**src/rtl/midi_pkg.sv**
```systemverilog
// Shared MIDI constants and types used by both the transmit encoder and the
// receive-side status decoder.
package midi_pkg;

  localparam logic [3:0] ST_NOTE_OFF = 4'h8;
  localparam logic [3:0] ST_NOTE_ON  = 4'h9;
  localparam logic [3:0] ST_CTRL     = 4'hB;
  localparam logic [3:0] ST_PRG      = 4'hC;
  localparam logic [3:0] ST_PITCH    = 4'hE;

  typedef enum logic [2:0] {
    EV_NOTE_OFF = 3'd0,
    EV_NOTE_ON  = 3'd1,
    EV_CTRL     = 3'd2,
    EV_PRG      = 3'd3,
    EV_PITCH    = 3'd4
  } ev_type_e;

  typedef enum logic [1:0] {
    S_IDLE,
    S_STATUS,
    S_DATA1,
    S_DATA2
  } enc_state_e;

  function automatic logic ev_type_ok(input logic [2:0] t);
    return t <= 3'd4;
  endfunction

  // High nibble of the status byte; 0 for types that have no encoding.
  function automatic logic [3:0] status_nibble(input ev_type_e t, input logic note_off_as_on);
    case (t)
      EV_NOTE_OFF: return note_off_as_on ? ST_NOTE_ON : ST_NOTE_OFF;
      EV_NOTE_ON:  return ST_NOTE_ON;
      EV_CTRL:     return ST_CTRL;
      EV_PRG:      return ST_PRG;
      EV_PITCH:    return ST_PITCH;
      default:     return 4'h0;
    endcase
  endfunction

endpackage

```
**src/rtl/midi_rs_tracker.sv**
```systemverilog
// Running-status tracker: remembers the last status byte sent and how long the
// output has been idle, and reports whether a status byte may be omitted.
module midi_rs_tracker
  import midi_pkg::*;
#(
  parameter int unsigned RS_TIMEOUT = 50000000,
  parameter int unsigned RS_CW      = 26
) (
  input  logic       CLOCK_50,
  input  logic       reset_reg,
  input  logic       strobe,
  input  logic       status_sent,
  input  logic [7:0] sent_status,
  input  logic [7:0] query_status,
  output logic       rs_hit
);

  localparam logic [RS_CW-1:0] TIMEOUT = RS_CW'(RS_TIMEOUT);

  logic [7:0]       last_status;
  logic [RS_CW-1:0] idle_cnt;

  // NOTE: async reset lives in the sensitivity list; the counter starts expired
  // so the first message after reset always carries its status byte.
  always_ff @(posedge CLOCK_50 or posedge reset_reg) begin
    if (reset_reg) begin
      last_status <= 8'h00;
      idle_cnt    <= TIMEOUT;
    end else begin
      if (status_sent) last_status <= sent_status;
      if (strobe)                  idle_cnt <= '0;
      else if (idle_cnt < TIMEOUT) idle_cnt <= idle_cnt + 1'b1;
    end
  end

  assign rs_hit = (query_status == last_status) && (idle_cnt < TIMEOUT);

endmodule

```
**src/rtl/midi_msg_encoder.sv**
```systemverilog
// Channel-voice event to MIDI byte stream encoder with running status, feeding
// the UART transmit byte port one strobe at a time.
module midi_msg_encoder
  import midi_pkg::*;
#(
  parameter bit          RUNNING_STATUS = 1'b1,
  parameter bit          NOTE_OFF_AS_ON = 1'b1,
  parameter int unsigned RS_TIMEOUT     = 50000000,
  parameter int unsigned RS_CW          = 26
) (
  input  logic        CLOCK_50,
  input  logic        reset_reg,
  input  logic        ev_valid,
  output logic        ev_ready,
  input  logic [2:0]  ev_type,
  input  logic [3:0]  ev_ch,
  input  logic [7:0]  ev_data1,
  input  logic [7:0]  ev_data2,
  input  logic [13:0] ev_bend,
  input  logic        midi_out_ready,
  output logic        midi_send_byte,
  output logic [7:0]  midi_out_data,
  output logic        busy,
  output logic        ev_drop
);

  enc_state_e state;
  ev_type_e   ev_kind;
  logic [7:0] ev_status, ev_d1, ev_d2;
  logic [7:0] status_q, d1_q, d2_q;
  logic       two_byte_q;
  logic       issue, rs_hit, unused_bits;

  assign ev_kind     = ev_type_e'(ev_type);
  assign ev_status   = {status_nibble(ev_kind, NOTE_OFF_AS_ON), ev_ch};
  assign unused_bits = ^{ev_data1[7], ev_data2[7]};

  // NOTE: every always_comb output gets a default first so no latch is inferred.
  always_comb begin
    ev_d1 = {1'b0, ev_data1[6:0]};
    ev_d2 = {1'b0, ev_data2[6:0]};
    if (ev_kind == EV_PITCH) begin
      ev_d1 = {1'b0, ev_bend[6:0]};
      ev_d2 = {1'b0, ev_bend[13:7]};
    end else if (ev_kind == EV_NOTE_OFF && NOTE_OFF_AS_ON) begin
      ev_d2 = 8'h00;
    end
  end

  // A byte goes out only when the UART can take it and the previous cycle was
  // not itself a strobe, so strobes are never back to back.
  assign issue = (state != S_IDLE) && midi_out_ready && !midi_send_byte;

  midi_rs_tracker #(
    .RS_TIMEOUT (RS_TIMEOUT),
    .RS_CW      (RS_CW)
  ) u_rs (
    .CLOCK_50     (CLOCK_50),
    .reset_reg    (reset_reg),
    .strobe       (issue),
    .status_sent  (issue && state == S_STATUS),
    .sent_status  (status_q),
    .query_status (ev_status),
    .rs_hit       (rs_hit)
  );

  // NOTE: sequential state uses non-blocking assignments only, so every
  // register samples the pre-edge values regardless of statement order.
  always_ff @(posedge CLOCK_50 or posedge reset_reg) begin
    if (reset_reg) begin
      state          <= S_IDLE;
      ev_ready       <= 1'b0;
      midi_send_byte <= 1'b0;
      midi_out_data  <= 8'h00;
      busy           <= 1'b0;
      ev_drop        <= 1'b0;
      status_q       <= 8'h00;
      d1_q           <= 8'h00;
      d2_q           <= 8'h00;
      two_byte_q     <= 1'b0;
    end else begin
      midi_send_byte <= 1'b0;
      ev_drop        <= 1'b0;
      case (state)
        S_IDLE: begin
          if (ev_valid && ev_ready) begin
            ev_ready <= 1'b0;
            if (!ev_type_ok(ev_type)) begin
              ev_drop <= 1'b1;
            end else begin
              status_q   <= ev_status;
              d1_q       <= ev_d1;
              d2_q       <= ev_d2;
              two_byte_q <= (ev_kind == EV_PRG);
              busy       <= 1'b1;
              state      <= (RUNNING_STATUS && rs_hit) ? S_DATA1 : S_STATUS;
            end
          end else begin
            ev_ready <= 1'b1;
          end
        end
        S_STATUS: if (issue) begin
          midi_send_byte <= 1'b1;
          midi_out_data  <= status_q;
          state          <= S_DATA1;
        end
        S_DATA1: if (issue) begin
          midi_send_byte <= 1'b1;
          midi_out_data  <= d1_q;
          if (two_byte_q) begin
            state    <= S_IDLE;
            busy     <= 1'b0;
            ev_ready <= 1'b1;
          end else begin
            state <= S_DATA2;
          end
        end
        S_DATA2: if (issue) begin
          midi_send_byte <= 1'b1;
          midi_out_data  <= d2_q;
          state          <= S_IDLE;
          busy           <= 1'b0;
          ev_ready       <= 1'b1;
        end
        default: state <= S_IDLE;
      endcase
    end
  end

endmodule

```
**config.mk**
```make
export PLATFORM = sky130hd
export DESIGN_NAME = midi_msg_encoder
export DESIGN_NICKNAME = d
export VERILOG_FILES = /design/src/rtl/midi_pkg.sv /design/src/rtl/midi_rs_tracker.sv /design/src/rtl/midi_msg_encoder.sv
export SDC_FILE = /design/constraint.sdc
export NUM_CORES = 1
export LEC_CHECK = 0
export ABC_AREA = 1
export ABC_CLOCK_PERIOD_IN_PS = 3190
export CAP_MARGIN = 20
export CORE_MARGIN = 1
export CORE_UTILIZATION = 25
export CTS_CLUSTER_DIAMETER = 40
export DETAILED_ROUTE_END_ITERATION = 16
export PLACE_DENSITY = 0.44
export SLEW_MARGIN = 15
export SYNTH_ARGS = -nofsm -noshare
export SYNTH_HDL_FRONTEND = slang
export SYNTH_SLANG_ARGS = --single-unit
```
**constraint.sdc**
```tcl
create_clock -name CLOCK_50 -period 3.19 [get_ports CLOCK_50]
set_input_delay 0.319 -clock CLOCK_50 [delete_from_list [all_inputs] [get_ports CLOCK_50]]
set_output_delay 0.319 -clock CLOCK_50 [all_outputs]
set_load 0.01 [all_outputs]
```
==> results by group, run 1 <==
Outcome
  • Result of the run: finished, final reports clean

Floorplanning
  • Floorplan die width: 130 microns
  • Height of the die: 130 microns
  • Core area: 15,900 sq um
  • Count of pins on the block boundary: 53
  • Overall die area: 17,000 sq um
  • Initial core utilization: 0.258
  • Std-Cell Rows: 46

CTS
  • Clock network latency to the later pin of the worst-skew pair: 340 ps
  • Post-cts hold buffer count: 0
  • Clock tree from TritonCTS: yes
  • CTS-repair resized insts: 0
  • CTS clock-pin slew for the worst setup and hold paths: 60 ps
  • H-tree depth reported by CTS: 3
  • Count of clock tree sinks: 71
  • Total clock buffers created by CTS: 9
  • Clock tree buffer depth: 2
  • Clock root cell: clkbuf_16
  • Post-CTS setup buffer count: 0

Logic synthesis
  • Share of synthesized area occupied by flip-flops and latches: 0.436
  • Combined area of all synthesized cells: 4110 sq um
  • Avg Synthesized Cell Area: 7.60 sq um
  • Simple logic cell fraction of the synthesized area: 0.337
  • Post-synthesis compound-gate area fraction: 0.108
  • Yosys reg bits: 71
  • Number of cells produced by synthesis: 541
  • Share of the synthesized netlist area taken by xor and xnor gates: 0.0213
  • Number of warnings issued by yosys: 0
  • Dominant combinational cell family by area after synthesis: simple AND/OR/NAND/NOR gates
  • Adder and majority cell fraction of the synthesized area: 0.00304
  • Syn_nets: 583
  • Mux contribution to synthesized area: 0
  • Number of distinct standard cells referenced by the synthesized netlist: 35

Setup path
  • Max Fanout on Critical Path: 28
  • Capturing instance or port of the critical path: state[1]$_DFFE_PP0P_
  • Type of the worst setup path: flip-flop to flip-flop
  • Worst setup path startpoint: state[1]$_DFFE_PP0P_
  • Flop-to-flop setup slack: 950 ps
  • Critical Path AT: 2520 ps
  • Required time reported for the critical path endpoint: 3470 ps
  • RR Endpoint: state[1]$_DFFE_PP0P_
  • Worst flop-to-flop path startpoint: state[1]$_DFFE_PP0P_
  • Type of element launching the critical path: flip-flop
  • FF-to-FF path depth: 8
  • CP Capture Type: flip-flop

Job
  • Max Cap Violations: 0

Timing
  • Final Hold Violating Endpoints: 0
  • Endpoints failing setup: 0
  • Worst Tran Pin Value: 870 ps
  • Post-Route Setup TNS: 0 ps
  • Fraction of the cycle the final worst path needs: 0.703
  • Max Freq: 0.446 GHz
  • RSZ-0062 raised after global routing: no
  • Setup Skew: 7.56 ps
  • Slew Limit Fails: 0
  • Slew margin rel.: 0.420
  • Final critical-path required period: 2240 ps

Placement
  • Placer's final routability congestion estimate: 0.855
  • Count of input and output buffers: 50
  • Cell count after placement: 790
  • DP Wirelength: 7.91 mm

Layout
  • ANT cells: 0
  • Fraction of layout cells with a size suffix above 1: 0.120
  • Number of cells in the finished layout apart from fillers: 806
  • Area Growth Syn to Fin: 23.3%
  • Total number of nets in the final design: 627
  • Utilization after layout: 0.318

Pwr
  • Internal power: 0.00230 W
  • Net switching fraction of the power: 0.359
  • Leak: 2.11 nW
  • Proportion of power drawn by combinational gates: 0.306
  • Clock power frac: 0.289
  • Register share of total power: 0.405
  • Worst vdd rail ir drop: 0.293 mV
  • Ratio of total power to cell area: 709 nW/um^2
  • Switching power: 0.00129 W

Global routing
  • Global-route usage over all layers: 0.146
  • Overflow after GRT: 0
  • Antenna violations before repair: 0
  • Largest net degree at the start of global routing: 72
  • Via count of the first global-routing pass: 3,667
  • Global-route wire length before repair: 18.8 mm

Route
  • First-pass DRT Iterations: 4
  • WL per Instance: 13.6 microns
  • Initial DRC count: 183
  • Post-route antenna net violation count: 0
  • DRC violations left: 0
  • Routed wire length: 11.0 mm
  • Number of vias in the routed layout: 3,576
  • Detail-routed via count per cell: 4.44

Worst hold path
  • Worst min-delay path class: input pin to asynchronous set/reset pin
[synthesized netlist by cell type, drive strengths merged]
cell type	count	area, sq um
clkbuf	3	11.3
nor2	81	358
o21bai	2	18.8
a22oi	1	12.5
buf	16	139
nor4	1	6.26
o221ai	1	8.76
dfstp	12	315
xnor2	3	26.3
a21oi	7	35.0
ha	1	12.5
or2	1	6.26
nand4	11	68.8
dfrtp	59	1480
nand3	55	280
o21ai	32	190
a31oi	20	125
inv	64	240
nor3	10	61.3
nand2	147	604
o31ai	7	52.6
xor2	7	61.3
[state kept, by name, indices dropped and copies added, names as in the netlist]
register,flops
u_rs.idle_cnt,26
midi_out_data,8
status_q,8
u_rs.last_status,8
d1_q,7
d2_q,7
state,2
busy,1
ev_drop,1
ev_ready,1
midi_send_byte,1
two_byte_q,1
[cell usage in the layout (no fill, tap or decap), types with 2 or more instances in the layout]
cell type / n
a21oi_1: 7
a31oi_1: 20
clkbuf_16: 9
clkbuf_8: 2
clkdlybuf4s50_1: 50
clkinvlp_4: 2
dfrtp_1: 59
dfstp_2: 12
inv_1: 52
inv_2: 12
nand2_1: 138
nand2_2: 3
nand2_4: 6
nand3_1: 54
nand4_1: 11
nor2_1: 73
nor2_2: 3
nor2_4: 4
nor3_1: 9
o21ai_0: 22
o21ai_1: 2
o21ai_2: 8
o31ai_1: 7
xnor2_1: 3
xor2_1: 7
[worst max-delay path, cell delays in order (launching register included)]
cell,delay (ps)
dfrtp_1,900
nor2_1,140
inv_2,140
nand2_4,240
inv_2,410
nor2_4,70
a21oi_1,140
nand2_1,70
nand2_1,50
[power groups by stage]
stage	Sequential [W]	Combinational, W	Clock (W)
floorplan	0.00137	0.000813	0
global placement	0.00147	0.00110	0
detailed placement	0.00147	0.00112	0
CTS	0.00146	0.00112	0.00107
global route	0.00151	0.00127	0.00112
finish	0.00145	0.00110	0.00104
[per-layer routing]
| metal | vias up | wire length (microns) | GRT usage |
|---|---|---|---|
| met2 | 66 | 5120 | 0.235 |
| met1 | 1650 | 5350 | 0.190 |
| met5 | - | 0 | 0 |
| li1 | 1849 | - | - |
| met4 | 0 | 109 | 0.0321 |
| met3 | 11 | 385 | 0.0463 |
[cells by family after synthesis]
| family | Yosys count |
|---|---|
| AOI/OAI and AO/OA | 70 |
| xor gates and xnor gates | 10 |
| adders and majority gates | 1 |
| buffers and inverters | 83 |
| DFF | 71 |
| and+or+nand+nor | 306 |
[worst min-delay path by stage]
stage                     slack, ps                    start                      endpoint
after global placement          450  status_q[7]$_DFFE_PP0P_       status_q[7]$_DFFE_PP0P_
final                           370                reset_reg  u_rs.idle_cnt[0]$_DFFE_PP0P_
after floorplan                 440                 ev_ch[0]       status_q[0]$_DFFE_PP0P_
after detailed placement        450  status_q[7]$_DFFE_PP0P_       status_q[7]$_DFFE_PP0P_
after CTS                       410                reset_reg  u_rs.idle_cnt[5]$_DFFE_PP0P_
after global routing            430                reset_reg  u_rs.idle_cnt[3]$_DFFE_PP0P_
[per-stage QoR]
step	instance area [sq um]	total power, W	hold WS, ps	setup slack [ps]
2_1_floorplan	4110	0.00219	440	1090
3_3_place_gp	4760	0.00256	452	875
3_5_place_dp	4760	0.00259	453	847
4_1_cts	5070	0.00365	406	904
5_1_grt	5070	0.00389	426	692
6_report	5070	0.00359	375	948
[area by class of cell]
class | count | area [sq um]
multi-input cells | 387 | 1930
clock buffers | 12 | 256
repair buffers | 52 | 528
clock inverters | 4 | 53.8
fillers | 1720 | 10900
flip-flops and latches | 71 | 1790
inverters | 64 | 240
well taps | 216 | 270
(Power assumes the default switching activity.)
==> run 2, diff against run 1 <==
--- a/config.mk
+++ b/config.mk
@@ -6,7 +6,7 @@
 export NUM_CORES = 1
 export LEC_CHECK = 0
 export ABC_AREA = 1
-export ABC_CLOCK_PERIOD_IN_PS = 3190
+export ABC_CLOCK_PERIOD_IN_PS = 2300
 export CAP_MARGIN = 20
 export CORE_MARGIN = 1
 export CORE_UTILIZATION = 25
==> constraint.sdc (replaced) <==
create_clock -name CLOCK_50 -period 2.3 [get_ports CLOCK_50]
set_input_delay 0.23 -clock CLOCK_50 [delete_from_list [all_inputs] [get_ports CLOCK_50]]
set_output_delay 0.23 -clock CLOCK_50 [all_outputs]
set_load 0.01 [all_outputs]
==> run 2 against run 1 <==
Utilization increased by 0.40 points. Critical endpoint is now u_rs.idle_cnt[5]$_DFFE_PP0P_. Critical path depth increased by 1. Clock skew fell by 0.63 ps. Count of clock-buffer cells in the layout stayed put. Sequential share of layout area shrank 0.44 points. Largest cell class unchanged. Combinational power rose by 50%. Die area unchanged. Flip-flop and latch count unchanged. Register-to-register slack worse by 470 ps.
==> results by group, run 2 (synthesis results as in run 1) <==
Timing
  • Final Hold Violating Endpoints: 0 (unchanged)
  • Slew Limit Fails: 0 (unchanged)
  • Setup slack of the critical path after layout: 474 ps (-473 ps)
  • RSZ-0062 raised after global routing: no
  • Endpoints failing setup: 0 (unchanged)
  • Post-Route Setup TNS: 0 ps (unchanged)
  • Worst Tran Pin Value: 408 ps (-462 ps)
  • Setup Skew: 6.93 ps (-0.633 ps)
  • Fraction of the cycle the final worst path needs: 0.794 (+0.0909)
  • Hold WS: 288 ps (-86.7 ps)
  • Final critical-path required period: 1830 ps (-417 ps)
  • Slew margin rel.: 0.728 (+0.308)
  • Max Freq: 0.548 GHz (+23%)

Route
  • Number of vias in the routed layout: 3,591 (+0.42%)
  • First-pass DRT Iterations: 4 (unchanged)
  • WL per Instance: 13.6 microns (-0.33%)
  • Post-route antenna net violation count: 0 (unchanged)
  • DRC violations left: 0 (unchanged)
  • Routed wire length: 11.0 mm (+0.54%)
  • Detail-routed via count per cell: 4.42 (-0.45%)
  • Initial DRC count: 218 (+19%)

Layout
  • ANT cells: 0 (unchanged)
  • Most frequent standard cell in the layout excluding fill and tap cells: nand2_1
  • Area Growth Syn to Fin: 24.9%
  • Total number of nets in the final design: 634 (+1.1%)
  • Most flops, register: u_rs.idle_cnt
  • Utilization after layout: 0.322 (+0.00400)
  • Flip-flop count of the largest register after layout: 26 (unchanged)
  • Fraction of layout cells with a size suffix above 1: 0.131 (+0.0103)
  • Fillers: 1,733 (+0.76%)
  • Number of cells in the finished layout apart from fillers: 813 (+0.87%)
  • Leading cell types in the layout, fill and taps excluded: nand2_1, nor2_1, dfrtp_1

Setup path
  • Most prevalent standard cell on the critical path: nand2_1
  • Max Fanout on Critical Path: 15 (-46%)
  • FF-to-FF path depth: 9 (+1)
  • Delay of the slowest critical-path stage: 610 ps (-290 ps)
  • Critical Path AT: 2090 ps (-430 ps)
  • Critical path depth in cells: 9 (+1)
  • Cell with the largest stage delay on the worst path: dfstp_2
  • Required time reported for the critical path endpoint: 2570 ps (-900 ps)
  • CP Capture Type: flip-flop
  • Type of the worst setup path: flip-flop to flip-flop
  • Type of element launching the critical path: flip-flop
  • Total buffers and inverters traversed by the critical path: 2 (unchanged)
  • Critical Path, Cell by Cell: nand2_1 > nor2_1 > a22oi_2 > nand2_4 > buf_4 > inv_2 > nand3_1 > nand2_1 > a21oi_1
  • Delay-heaviest family, CP: flip-flops

CTS
  • Post-cts hold buffer count: 0 (unchanged)
  • Clock tree from TritonCTS: yes
  • H-tree depth reported by CTS: 3 (unchanged)
  • Clock root cell: clkbuf_16
  • Clock tree buffer depth: 2 (unchanged)
  • Clock network latency to the later pin of the worst-skew pair: 340 ps (about the same)
  • Total clock buffers created by CTS: 9 (unchanged)
  • CTS clock-pin slew for the worst setup and hold paths: 50 ps (about the same)
  • Count of clock tree sinks: 71 (unchanged)
  • Post-CTS setup buffer count: 0 (unchanged)
  • CTS-repair resized insts: 0 (unchanged)

Job
  • Max Cap Violations: 0 (unchanged)

Pwr
  • Leak: 2.16 nW (+2.1%)
  • Worst vdd rail ir drop: 0.468 mV (+59%)
  • Ratio of total power to cell area: 984 nW/um^2 (+39%)

Floorplanning
  • Initial core utilization: 0.258 (unchanged)
  • Core area: 15,900 sq um (unchanged)
  • Floorplan die width: 130 microns (unchanged)
  • Height of the die: 130 microns (unchanged)
  • Std-Cell Rows: 46 (unchanged)
  • Count of pins on the block boundary: 53 (unchanged)
  • Overall die area: 17,000 sq um (unchanged)

Global routing
  • Via count of the first global-routing pass: 3,600 (-1.8%)
  • Global-route wire length before repair: 18.6 mm (-0.74%)
  • Global-route usage over all layers: 0.145 (-0.000417)
  • Largest net degree at the start of global routing: 72 (unchanged)
  • Antenna violations before repair: 0 (unchanged)
  • Overflow after GRT: 0 (unchanged)

Placement
  • DP Worst Slack: 419 ps (-429 ps)
  • Placer's final routability congestion estimate: 0.854 (-0.16%)
  • DP Wirelength: 8.07 mm (+2.0%)
  • Count of input and output buffers: 50 (unchanged)
  • Cell count after placement: 797 (+0.89%)

Worst hold path
  • Worst min-delay path class: input pin to asynchronous set/reset pin

Outcome
  • Result of the run: finished, final reports clean
## run 2: cell count changes in the layout (fill, tap and decap cells not counted), sizes merged
cell	delta
buf	+7
clkinv	+1
inv	+1
clkinvlp	-2
## run 2: worst paths after layout
path | from | to | slack [ps]
max | u_rs.idle_cnt[21]$_DFFE_PP1P_ | u_rs.idle_cnt[5]$_DFFE_PP0P_ | 470
min reg2reg | status_q[7]$_DFFE_PP0P_ | status_q[7]$_DFFE_PP0P_ | 470
min | reset_reg | u_rs.idle_cnt[0]$_DFFE_PP0P_ | 290
min in group CLOCK_50 | ev_data1[4] | d1_q[4]$_DFFE_PP0P_ | 450
max reg2reg | u_rs.idle_cnt[21]$_DFFE_PP1P_ | u_rs.idle_cnt[5]$_DFFE_PP0P_ | 470
max in group asynchronous | reset_reg | u_rs.idle_cnt[23]$_DFFE_PP1P_ | 1660
## run 2: routing by layer
metal / global-route usage / share of wire
met1: 0.187 / 0.47
met2: 0.234 / 0.46
met3: 0.0365 / 0.055
met4: 0.0554 / 0.015
met5: 0 / 0
## run 2: power breakdown
part / leakage, nW / total [W] / internal [W] / switching, W
clock: 0.153 / 0.00146 / 0.000903 / 0.000553
combinational: 1.16 / 0.00165 / 0.000674 / 0.000981
sequential: 0.846 / 0.00194 / 0.00166 / 0.000277
total: 2.16 / 0.00505 / 0.00324 / 0.00181
## run 2: cell type report
cell class              count  area, sq um  share of cell area
clock buffers              12          256              0.0500
repair buffers             59          593               0.116
clock inverters             4         52.6              0.0102
flip-flops and latches     71         1790               0.349
inverters                  64          240              0.0468
well taps                 216          270              0.0527
multi-input cells         387         1930               0.376
## run 2: worst reg2reg max path, delay by kind of cell, from the launching register on
family          cells  cell delay [ps]
compound gates      2              220
simple gates        5              580
flops               1              610
buf+inv             2              340
## run 2: per-stage QoR
step | instance area (sq um) | total power, W
after floorplan | 4110 | 0.00303
after global placement | 4820 | 0.00361
after detailed placement | 4820 | 0.00364
after CTS | 5130 | 0.00515
after global routing | 5130 | 0.00545
final | 5130 | 0.00505
